**config.mk**
```make
export PLATFORM = sky130hd
export DESIGN_NAME = hex_word_rx_flat
export DESIGN_NICKNAME = d
export VERILOG_FILES = /design/src/rtl/hex_word_if.sv /design/src/rtl/hex_word_rx.sv /design/src/flat_wrapper.sv
export SDC_FILE = /design/constraint.sdc
export NUM_CORES = 1
export LEC_CHECK = 0
export CELL_PAD_IN_SITES_DETAIL_PLACEMENT = 1
export CELL_PAD_IN_SITES_GLOBAL_PLACEMENT = 1
export CORE_AREA = 2 2 110 112
export DETAILED_ROUTE_END_ITERATION = 10
export DIE_AREA = 0 0 112 114
export PLACE_DENSITY = 0.8
export REMOVE_ABC_BUFFERS = 1
export SYNTH_ARGS = -nofsm -noshare
export SYNTH_HDL_FRONTEND = slang
export SYNTH_SLANG_ARGS = --single-unit
```
**constraint.sdc**
```tcl
create_clock -name clk -period 2.6 [get_ports clk]
set_clock_uncertainty 0.15 [all_clocks]
set_input_delay 0.52 -clock clk [delete_from_list [all_inputs] [get_ports clk]]
set_output_delay 0.52 -clock clk [all_outputs]
set_load 0.01 [all_outputs]
```
**src/rtl/hex_word_if.sv**
```systemverilog
// Word bus of the hex line receiver: serial input plus decoded word/status.
// master = receiver side, slave = host/consumer side.
interface hex_word_if;
  logic        RxD;
  logic [31:0] value;
  logic        value_valid;
  logic [3:0]  digit_cnt;
  logic        char_err;
  logic        frame_err;
  logic        busy;

  modport master (
    input  RxD,
    output value, value_valid, digit_cnt,
    output char_err, frame_err, busy
  );

  modport slave (
    output RxD,
    input  value, value_valid, digit_cnt,
    input  char_err, frame_err, busy
  );
endinterface

```
**src/rtl/hex_word_rx.sv**
```systemverilog
// 8N1 UART receiver feeding an ASCII hex line parser.
// Up to 8 hex digits per LF-terminated line become a 32-bit word.
module hex_word_rx #(
  parameter int CLK_FREQ = 50_000_000,
  parameter int BAUD     = 115_200
) (
  input  logic       clk,
  input  logic       RST,
  hex_word_if.master bus
);

  localparam int BIT_TICKS  = CLK_FREQ / BAUD;
  localparam int HALF_TICKS = BIT_TICKS / 2;
  localparam int CW = $clog2(BIT_TICKS + 1);
  localparam logic [CW-1:0] BIT_END  = CW'(BIT_TICKS - 1);
  localparam logic [CW-1:0] HALF_END = CW'(HALF_TICKS - 1);

  typedef enum logic [1:0] {
    IDLE, START, DATA, STOP
  } state_t;

  state_t        state;
  logic [1:0]    sync;
  logic          rxd_s;
  logic [CW-1:0] cnt;
  logic [2:0]    bit_idx;
  logic [7:0]    shift;
  logic          byte_rdy;
  logic          ferr;

  logic [31:0] acc;
  logic [3:0]  digits;
  logic        drop;
  logic [31:0] value_q;
  logic        vv_q;
  logic        cerr_q;
  logic        is_hex;
  logic [3:0]  nib;

  assign rxd_s = sync[1];

  always_ff @(posedge clk or negedge RST) begin
    if (!RST) sync <= 2'b11;
    else      sync <= {sync[0], bus.RxD};
  end

  always_ff @(posedge clk or negedge RST) begin
    if (!RST) begin
      state    <= IDLE;
      cnt      <= '0;
      bit_idx  <= '0;
      shift    <= '0;
      byte_rdy <= 1'b0;
      ferr     <= 1'b0;
    end else begin
      byte_rdy <= 1'b0;
      ferr     <= 1'b0;
      unique case (state)
        IDLE: begin
          if (!rxd_s) begin
            state <= START;
            cnt   <= '0;
          end
        end
        START: begin
          if (cnt == HALF_END) begin
            cnt <= '0;
            if (!rxd_s) begin
              state   <= DATA;
              bit_idx <= '0;
            end else begin
              state <= IDLE;
            end
          end else begin
            cnt <= cnt + 1'b1;
          end
        end
        DATA: begin
          if (cnt == BIT_END) begin
            cnt            <= '0;
            shift[bit_idx] <= rxd_s;
            if (bit_idx == 3'd7) state <= STOP;
            else bit_idx <= bit_idx + 1'b1;
          end else begin
            cnt <= cnt + 1'b1;
          end
        end
        STOP: begin
          if (cnt == BIT_END) begin
            cnt   <= '0;
            state <= IDLE;
            if (rxd_s) byte_rdy <= 1'b1;
            else       ferr     <= 1'b1;
          end else begin
            cnt <= cnt + 1'b1;
          end
        end
        default: state <= IDLE;
      endcase
    end
  end

  // Letters a-f/A-F share low nibbles 1..6, so +9 yields 10..15.
  always_comb begin
    is_hex = 1'b0;
    nib    = shift[3:0];
    unique case (1'b1)
      (shift >= 8'h30 && shift <= 8'h39): is_hex = 1'b1;
      (shift >= 8'h41 && shift <= 8'h46),
      (shift >= 8'h61 && shift <= 8'h66): begin
        is_hex = 1'b1;
        nib    = shift[3:0] + 4'd9;
      end
      default: is_hex = 1'b0;
    endcase
  end

  always_ff @(posedge clk or negedge RST) begin
    if (!RST) begin
      acc     <= '0;
      digits  <= '0;
      drop    <= 1'b0;
      value_q <= '0;
      vv_q    <= 1'b0;
      cerr_q  <= 1'b0;
    end else begin
      vv_q   <= 1'b0;
      cerr_q <= 1'b0;
      if (ferr) begin
        drop <= 1'b1;
      end else if (byte_rdy) begin
        if (is_hex) begin
          if (!drop) begin
            if (digits == 4'd8) begin
              cerr_q <= 1'b1;
              drop   <= 1'b1;
            end else begin
              acc    <= {acc[27:0], nib};
              digits <= digits + 1'b1;
            end
          end
        end else if (shift == 8'h0D) begin
          drop <= drop;
        end else if (shift == 8'h0A) begin
          if (!drop && digits != 4'd0) begin
            value_q <= acc;
            vv_q    <= 1'b1;
          end
          acc    <= '0;
          digits <= '0;
          drop   <= 1'b0;
        end else begin
          cerr_q <= 1'b1;
          drop   <= 1'b1;
        end
      end
    end
  end

  assign bus.value       = value_q;
  assign bus.value_valid = vv_q;
  assign bus.digit_cnt   = digits;
  assign bus.char_err    = cerr_q;
  assign bus.frame_err   = ferr;
  assign bus.busy        = (state != IDLE);

endmodule

```
**src/flat_wrapper.sv**
```systemverilog
// flat-port wrapper written by rule: the top's interface ports become plain ports
module hex_word_rx_flat 
#(
  parameter int CLK_FREQ = 50_000_000,
  parameter int BAUD     = 115_200
)
  (clk, RST, bus_RxD, bus_value, bus_value_valid, bus_digit_cnt, bus_char_err, bus_frame_err, bus_busy);
  hex_word_if bus_i ();
  input  logic clk;
  input  logic RST;
  input wire logic [$bits(bus_i.RxD)-1:0] bus_RxD;
  output wire logic [$bits(bus_i.value)-1:0] bus_value;
  output wire logic [$bits(bus_i.value_valid)-1:0] bus_value_valid;
  output wire logic [$bits(bus_i.digit_cnt)-1:0] bus_digit_cnt;
  output wire logic [$bits(bus_i.char_err)-1:0] bus_char_err;
  output wire logic [$bits(bus_i.frame_err)-1:0] bus_frame_err;
  output wire logic [$bits(bus_i.busy)-1:0] bus_busy;
  assign bus_i.RxD = bus_RxD;
  assign bus_value = bus_i.value;
  assign bus_value_valid = bus_i.value_valid;
  assign bus_digit_cnt = bus_i.digit_cnt;
  assign bus_char_err = bus_i.char_err;
  assign bus_frame_err = bus_i.frame_err;
  assign bus_busy = bus_i.busy;
  hex_word_rx #(.CLK_FREQ(CLK_FREQ), .BAUD(BAUD)) u_core (.clk(clk), .RST(RST), .bus(bus_i));
endmodule
```
Yosys cells after proc, flatten, opt, wreduce, memory -nomap -nowiden
Cells that the tools add are included.
{ "word_totals": {"ff_bits": 97, "in_bits": 3, "out_inout_bits": 40, "word_cells": 124} }
{ "classes": {"n_addsub": 4, "order_cmp": 8, "eq_ne": 20, "muxes": 55, "n_bitwise": 3, "reduce_logical": 21} }
{ "ops": {"columns": ["op", "count"], "rows": [
  ["$mux W32", 5],
  ["$mux W9", 3],
  ["$pmux W9 S3", 1],
  ["$mux W1", 26],
  ["$mux W4", 6],
  ["$eq A8 B4 Y1 const B", 2],
  ["$ge A8 B7 Y1 const B", 2],
  ["$le A8 B7 Y1 const B", 2],
  ["$mux W2", 6],
  ["$mux W3", 4],
  ["$reduce_and A6 Y1", 2],
  ["$ne A2 B1 Y1 const B", 5],
  ["$ne A2 B2 Y1 const B", 5],
  ["$reduce_and A5 Y1", 2],
  ["$add A9 B1 Y9 const B", 1],
  ["$eq A9 B8 Y1 const B", 1],
  ["$eq A9 B9 Y1 const B", 1],
  ["$bwmux W8", 1],
  ["$ge A8 B6 Y1 const B", 1],
  ["$le A8 B6 Y1 const B", 1],
  ["$pmux W2 S4", 1],
  ["$reduce_bool A2 Y1", 4],
  ["$pmux W3 S2", 1],
  ["$logic_and A1 B1 Y1", 5],
  ["18 further kinds", 23]
]} }

Depth between registers and ports, before layout
Gate-level depths: netlist of run 1.
{ "depth": {"depth_word": 8, "ltp_mapped": 11} }

Least setup slack after synthesis of run 1
OpenSTA, ideal clock, no wires.
{ "synth_path": {"path_type": "register to register", "startpoint": "reg u_core.shift[1]", "endpoint": "reg u_core.acc[1]", "arrival_time_ps": 2233, "t_required_ps": 2325, "setup_slack_ps": 92, "stages_incl_launch_ff": 11, "path_cell_list": "dfrtp_1 -> inv_1 -> ha_1 -> or3b_1 -> nand4_1 -> a21oi_1 -> o31a_1 -> buf_2 -> or2_1 -> buf_6 -> mux2_4"} }
{ "synth_via": {"elab_chain_cells": 7} }
{ "synth_lines": {"columns": ["element", "line_no", "rtl"], "rows": [
  ["start: declaration", "hex_word_rx.sv:27", "logic [7:0] shift;"],
  ["start signal: indexed assignment", "hex_word_rx.sv:81", "shift[bit_idx] <= rxd_s;"],
  ["parallel branches: the longest is 7 deep, another holds $ge A8 B7 Y1", null, null],
  ["end signal: assignment", "hex_word_rx.sv:138", "acc <= {acc[27:0], nib};"],
  ["end: declaration", "hex_word_rx.sv:31", "logic [31:0] acc;"]
]} }
Several ways; the timed one is not identified. The select of a mux whose other input is x is not followed.
A chain may end at the register's enable or synchronous reset.

Worst setup path in the final report of run 1
{ "layout_path": {"startpoint": "reg u_core.shift[1]", "endpoint": "reg u_core.acc[26]"} }
{ "layout_via": {"elab_chain_cells": 6} }
{ "layout_lines": {"columns": ["element", "line_no", "rtl"], "rows": [
  ["$ge A8 B7 Y1 (tied with other cells)", "hex_word_rx.sv:110", "(shift >= 8'h61 && shift <= 8'h66): begin"],
  ["$logic_and A1 B1 Y1, on equally long branches", "hex_word_rx.sv:110, hex_word_rx.sv:108, hex_word_rx.sv:109", null],
  ["$reduce_or A3 Y1 (no line)", null, null],
  ["$mux W1", "hex_word_rx.sv:107", "unique case (1'b1)"],
  ["$ne A2 B2 Y1 (no line) (tied with other cells)", null, null],
  ["$reduce_and A6 Y1 (no line)", null, null]
]} }
Several ways; a longest one is shown, not always the timed one.

==> impl_results.md, run 1 <==
- Grt met1 use: 21.2%
- Critical Path Slowest Stage Cell: or3b_1
- Max cap viols: 0
- Reg2Reg Depth: 9
- Vert. Die Dim: 114 µm
- Mapped Cells: 445
- Die ar.: 12800 µm²
- Slew Viols, Final: 0
- Status: completed
- Commonest register cell after synthesis: dfrtp_1
- Startpoint Class: register
- Req. time, crit path: 2.71 ns
- Clk_lat worst skew: 0.35 ns
- Main area contributors after synthesis: dfrtp_1, o21ai_1, o211ai_1, ha_1, nand2_1
- WP buf/inv: 2
- Post-Synth XOR/XNOR Area: 0.971%
- Total power: 3.01 mW
- Crit path cell chain: inv_1 -> ha_1 -> or3b_1 -> nand4_1 -> a21oi_1 -> o31a_1 -> or2_4 -> buf_4 -> o21ai_1
- CTS Buffer Depth: 2
- Tot GR Track Use: 16.8%
- FF-to-FF End: u_core.acc[26]
- Area growth syn-to-layout: 21.8%
- Critical path class: reg -> reg
- Top cell type's share of synthesized area: 52.7%
- First-pass GRT wire length: 17400 µm
- Vias per cell: 5.31
- Maximum VDD drop: 0.359 mV
- Synth cell count leaders: dfrtp_1, o21ai_1, nand2_1, inv_1, o211ai_1
- Post-DRT Antenna Nets: 0
- Endpoints failing hold: 0
- Layout fillers: 1314
- Clk slew on worst S/H paths: 0.06 ns
- H-tree depth: 3
- IO Pins: 43
- DP HPWL: 7010 µm
- Reg2reg start: u_core.shift[1]
- Vias in the first global route: 3605
- R2R Setup Slk: 0.11 ns
- Post-Synth Adder-Cell Area: 4.44%
- Hold Crit Depth: 0
- CORE AREA: 11700 µm²
- Min-delay worst type: reg -> reg
- Main combinational cell family by area after synthesis: compound AO/OA/AOI/OAI gates
- TritonCTS Buffers: 9
- Initial core utilization: 38.5%
- Crit-path max cell delay: 0.40 ns
- FF+latch count, synth: 97
- Post-DP Area: 5130 µm²
- Ys async rst share: 100%
- GP Congestion: 0.783
- Routed WL per cell: 15.7 µm
- Inserted Diodes: 0
- Top cell type by total area after synthesis: dfrtp_1
- Worst Setup Slack post-DPL: 0.0908 ns
- Max_slew headroom: 70.3%
- Detailed-route via count: 3414
- Top Usage Layer GRT: met2
- CP max FO: 14
- Routed wire length: 10100 µm
- Hold Path End: u_core.sync[1]
- GR Layer Usage met3: 3.19%
- Cell variety after synth: 47
- FF/Latch Area: 2430 µm²
- Final setup violation count: 0
- Layout cells sized above 1: 9.48%
- CP endpoint kind: register
- Cell family contributing the most delay on the critical path: simple AND/OR/NAND/NOR gates
- Area of the multi-input gates: 1800 µm²
- Final worst path period share: 95.8%
- Gr ovfl total: 0
- DRC viols: 0
- Leakage power figure: 2.43 nW
- PortBufs: 42
- Synthesized area: 4510 µm²
- Met2 Use GR: 28.6%
- CTS tree: done
- Post-synth EDFFs: 0
- Initial antenna violation count: 0
- Ys Warns: 0
- Total power per unit cell area: 547 nW/µm²
- Largest net degree at the start of global routing: 56
- Tightest Pin Transition: 0.446 ns
- Layout net count: 510
- Die W: 112 µm
- Clk sinks: 97
- Worst hold slack: 0.209 ns
- Worst Path Arrival: 2.60 ns
- Design Area, Final: 5490 µm²
- Post-route setup slack: 0.108 ns
- Complex-gate fraction of the synthesized area: 17.7%
- CTS root buf: clkbuf_16
- Sequential share of the synthesized area: 53.9%
- Final worst path period need: 2.49 ns
- DRT iter0 DRCs: 145
- Fmax: 0.401 GHz
- Synth Area in Simple Gates: 13.2%
- Row Count: 40
- Most frequent cell after synthesis: dfrtp_1
- Hold_sp: u_core.sync[0]
- Mux cell area share after synthesis: 3.19%
- DRT Pass-1 Iters: 4
- Avg Cell Area, Syn: 10.1 µm²
[worst register-to-register path, delay by kind of cell, from the launching register on]
| family | cells | cell delay (ns) |
|---|---|---|
| flip-flops | 1 | 0.37 |
| AND/OR/NAND/NOR | 3 | 0.80 |
| adder cells (fa/ha/maj) | 1 | 0.26 |
| buffers and inverters | 2 | 0.29 |
| AO/OA/AOI/OAI | 3 | 0.55 |
[what timing repair did]
item                                    4_1_cts  5_1_grt
hold buffers                                  1        0
buffers inserted                              0        1
endpoints found under the setup margin        0       34
hold endpoints to repair                     21        0
resized for setup                             0        3
[layout by cell type (no fill, tap or decap), types with 13 or more instances in the layout]
master and count:
nand2_1 46, buf_4 17, ha_1 16, o211ai_1 29
o21ai_1 67, clkdlybuf4s50_1 41, dfrtp_1 95, nor2_1 13
inv_1 42
[cell type report]
| class | count | area share, % |
|---|---|---|
| Sequential cell | 97 | 44.2 |
| Multi-Input combinational cell | 279 | 32.8 |
| Timing Repair Buffer | 61 | 10.7 |
| Clock buffer | 11 | 4.42 |
| Tap cell | 147 | 3.35 |
| Inverter | 43 | 2.94 |
| Clock inverter | 5 | 1.57 |
[per-stage QoR]
stage	TNS (ns)	utilization, %	instances
CTS	0	46.7	642
floorplan	-21.33	-	419
global placement	0	43.8	625
finish	0	46.9	643
detailed placement	0	43.8	625
global route	-0.000992	46.9	643
[worst max-delay path by stage]
stage / start / end / slack (ns) / depth (start not counted)
after floorplan: u_core.shift[1] / u_core.acc[1] / -0.76 / 6
after global placement: u_core.shift[1] / u_core.acc[3] / 0.14 / 8
after detailed placement: u_core.shift[1] / u_core.bus.digit_cnt[2] / 0.09 / 9
after CTS: u_core.shift[1] / u_core.acc[26] / 0.02 / 9
after global routing: u_core.shift[1] / u_core.acc[18] / -0.001 / 9
final: u_core.shift[1] / u_core.acc[26] / 0.11 / 9
[power by group]
group | total, mW | switching, mW | internal, mW | leakage (nW)
Combinational | 0.0405 | 0.0325 | 0.00799 | 0.934
Clock | 1.45 | 0.577 | 0.877 | 0.160
Sequential | 1.51 | 0.00185 | 1.51 | 1.33
[metal layers]
metal / part of all wire, % / routed length, µm / up-vias
met1: 46 / 4620 / 1690
met4: 1.8 / 184 / 0
li1: - / - / 1654
met3: 3.1 / 309 / 14
met2: 49 / 4950 / 56
met5: 0 / 0 / -
[registers in the layout (all words and copies together), names as in the netlist, named ones only]
signal,cells
u_core.bus.value_valid,1
u_core.bus.value,32
u_core.bus.digit_cnt,4
u_core.drop,1
u_core.sync,2
u_core.bit_idx,3
u_core.state,1
u_core.shift,8
u_core.bus.char_err,1
u_core.cnt,9
u_core.bus.frame_err,1
u_core.byte_rdy,1
u_core.acc,32
[logic make-up after synthesis]
kind of cell	after synthesis
adder cells (fa/ha/maj)	16
flip-flops	97
XOR/XNOR	5
AND/OR/NAND/NOR	116
buffers and inverters	69
multiplexers	12
AO/OA/AOI/OAI	130
No activity file was read; power rests on OpenSTA's default activity.
==> run 2, diff against run 1 <==
CAP_MARGIN = 10   (was default)
==> results of run 2 <==
Same layout as run 1: the final DEF is identical, and so are final timing and power.
==> run 3, diff against run 2 <==
CORE_AREA = 4 4 112 114   (was 2 2 110 112)
DIE_AREA = 0 0 116 118   (was 0 0 112 114)
==> run 3 against run 2 <==
  * Maximum frequency is 0.39% lower
  * Flip-flop and latch count stayed put
  * Critical path depth unchanged
  * Register-to-register slack barely moved
  * Final area fell by 0.80%
  * Routed wire length fell by 2.2%
  * Non-clock buffer count shrank 2
  * Power shrank 4.6%
==> impl_results.md, run 3 (synthesis gave the netlist of run 1 again) <==
- Sw Pwr: 0.603 mW (was 0.611 mW)
- PortBufs: 42 (unchanged)
- Critical path class: reg -> reg (unchanged)
- Critical Path Slowest Stage Cell: dfrtp_2 (was or3b_1)
- CP endpoint kind: register (unchanged)
- Slew Viols, Final: 0 (unchanged)
- Min-delay worst type: in -> async (was reg -> reg)
- Most frequent cells in the layout: dfrtp_1, o21ai_1, nand2_1 (unchanged)
- Routed wire length: 9840 µm (was 10100 µm)
- Layout fillers: 1312 (was 1314)
- CP max FO: 13 (was 14)
- DRT iter0 DRCs: 164 (was 145)
- Vias in the first global route: 3487 (was 3605)
- Final worst path period need: 2.50 ns (was 2.49 ns)
- WP buf/inv: 2 (unchanged)
- Tot GR Track Use: 15.5% (was 16.8%)
- CTS Buffer Depth: 2 (unchanged)
- Sw Ratio: 21.0% (was 20.3%)
- RSZ-0062 raised after global routing: false
- Initial core utilization: 39.5% (was 38.5%)
- Total power: 2.87 mW (was 3.01 mW)
- Row Count: 39 (was 40)
- Maximum VDD drop: 0.314 mV (was 0.359 mV)
- Post-DRT Antenna Nets: 0 (unchanged)
- Total power per unit cell area: 527 nW/µm² (was 547 nW/µm²)
- Vias per cell: 5.32 (was 5.31)
- Worst Path Arrival: 2.62 ns (was 2.60 ns)
- Clk sinks: 97 (unchanged)
- CTS root buf: clkbuf_16 (unchanged)
- Final worst path period share: 96.2% (was 95.8%)
- Crit-path max cell delay: 0.42 ns (was 0.40 ns)
- Sequential group share of total power: 52.7% (was 50.3%)
- Worst hold slack: 0.0758 ns (was 0.209 ns)
- Tightest Pin Transition: 0.511 ns (was 0.446 ns)
- Commonest non-fill, non-tap cell in the layout: dfrtp_1 (unchanged)
- Endpoints failing hold: 0 (unchanged)
- Die ar.: 13700 µm² (was 12800 µm²)
- Routed WL per cell: 15.5 µm (was 15.7 µm)
- Largest net degree at the start of global routing: 98 (was 56)
- CTS tree: done (unchanged)
- DRT Pass-1 Iters: 4 (unchanged)
- Area growth syn-to-layout: 20.8% (was 21.8%)
- Detailed-route via count: 3386 (was 3414)
- Cell family contributing the most delay on the critical path: simple AND/OR/NAND/NOR gates (unchanged)
- Clk slew on worst S/H paths: 0.06 ns (about the same)
- DRC viols: 0 (unchanged)
- Crit path cell chain: inv_1 -> ha_1 -> or3b_1 -> nand4_1 -> a21oi_1 -> o31a_1 -> or2_4 -> buf_4 -> o21ai_1 (unchanged)
- Layout net count: 508 (was 510)
- Max_slew headroom: 65.9% (was 70.3%)
- Gr ovfl total: 0 (unchanged)
- H-tree depth: 3 (unchanged)
- Inserted Diodes: 0 (unchanged)
- Leakage power figure: 2.40 nW (was 2.43 nW)
- Startpoint Class: register (unchanged)
- DP HPWL: 6760 µm (was 7010 µm)
- Max cap viols: 0 (unchanged)
- Clk pwr share: 46.0% (was 48.3%)
- Die W: 116 µm (was 112 µm)
- Pint: 2.27 mW (was 2.40 mW)
- Vert. Die Dim: 118 µm (was 114 µm)
- Req. time, crit path: 2.72 ns (was 2.71 ns)
- Hold-fix buffers, CTS: 0 (was 1)
- IO Pins: 43 (unchanged)
- Fmax: 0.400 GHz (was 0.401 GHz)
- Layout cells sized above 1: 9.31% (was 9.48%)
- First-pass GRT wire length: 17100 µm (was 17400 µm)
- Comb pwr share: 1.3% (about the same)
- CORE AREA: 11400 µm² (was 11700 µm²)
- GP Congestion: 0.795 (was 0.783)
- Initial antenna violation count: 0 (unchanged)
- Clk_lat worst skew: 0.35 ns (about the same)
- Final setup violation count: 0 (unchanged)
- Status: completed (unchanged)
- TritonCTS Buffers: 9 (unchanged)
run 3: metrics by stage:
stage | setup slack [ns] | utilization (%) | TNS [ns] | cell area (µm²) | std cells
2_1_floorplan | -0.764 | - | -21.33 | 4380 | 419
3_3_place_gp | 0.0739 | 44.7 | 0 | 5110 | 618
3_5_place_dp | -0.00692 | 44.7 | -0.00692 | 5110 | 618
4_1_cts | 0.0388 | 47.4 | 0 | 5420 | 636
5_1_grt | 0.0102 | 47.7 | 0 | 5450 | 637
6_report | 0.0985 | 47.7 | 0 | 5450 | 637
run 3: final timing paths:
check	start	to	slack [ns]	cells after the start
hold reg to reg	u_core.sync[0]	u_core.sync[1]	0.21	0
setup / recovery	u_core.shift[0]	u_core.acc[21]	0.1	9
setup reg to reg	u_core.shift[0]	u_core.acc[21]	0.1	9
min in group clk	u_core.sync[0]	u_core.sync[1]	0.21	0
hold / removal	RST	u_core.bus.value[30]	0.08	2
max in group asynchronous	RST	u_core.shift[0]	1.82	2
run 3: timing repair:
action / CTS / global route
pin swaps: 0 / 1
buffers inserted: 2 / 1
resized for setup: 2 / 6
setup endpoints to repair: 17 / 72
run 3: metal layers:
layer  wire (µm)  track usage, %  vias up
met5           0               0        -
met4         253            7.40        0
met3         353            3.39       19
met2        4750            24.2       61
met1        4490            20.2     1662
li1            -               -     1644
run 3: power groups by stage:
stage	Combinational (mW)	Sequential, mW	Clock, mW
after floorplan	0.00195	1.54	0
after global placement	0.0391	1.54	0
after detailed placement	0.0399	1.54	0
after CTS	0.0396	1.51	1.36
after global routing	0.0440	1.51	1.43
final	0.0369	1.51	1.32
run 3: layout make-up:
type	count	area [µm²]	share of cell area [%]
Timing Repair Buffer	59	574	10.5
Clock inverter	4	53.8	0.987
Multi-Input combinational cell	279	1810	33.3
Tap cell	143	179	3.28
Sequential cell	97	2430	44.6
Inverter	43	161	2.96
Clock buffer	12	236	4.34
run 3: worst register-to-register path: cells and delay by family (launching register included):
| family | cells | cell delay [ns] |
|---|---|---|
| and+or+nand+nor | 3 | 0.76 |
| AOI/OAI and AO/OA | 3 | 0.58 |
| DFF | 1 | 0.42 |
| buffers and inverters | 2 | 0.31 |
| adders and majority gates | 1 | 0.22 |
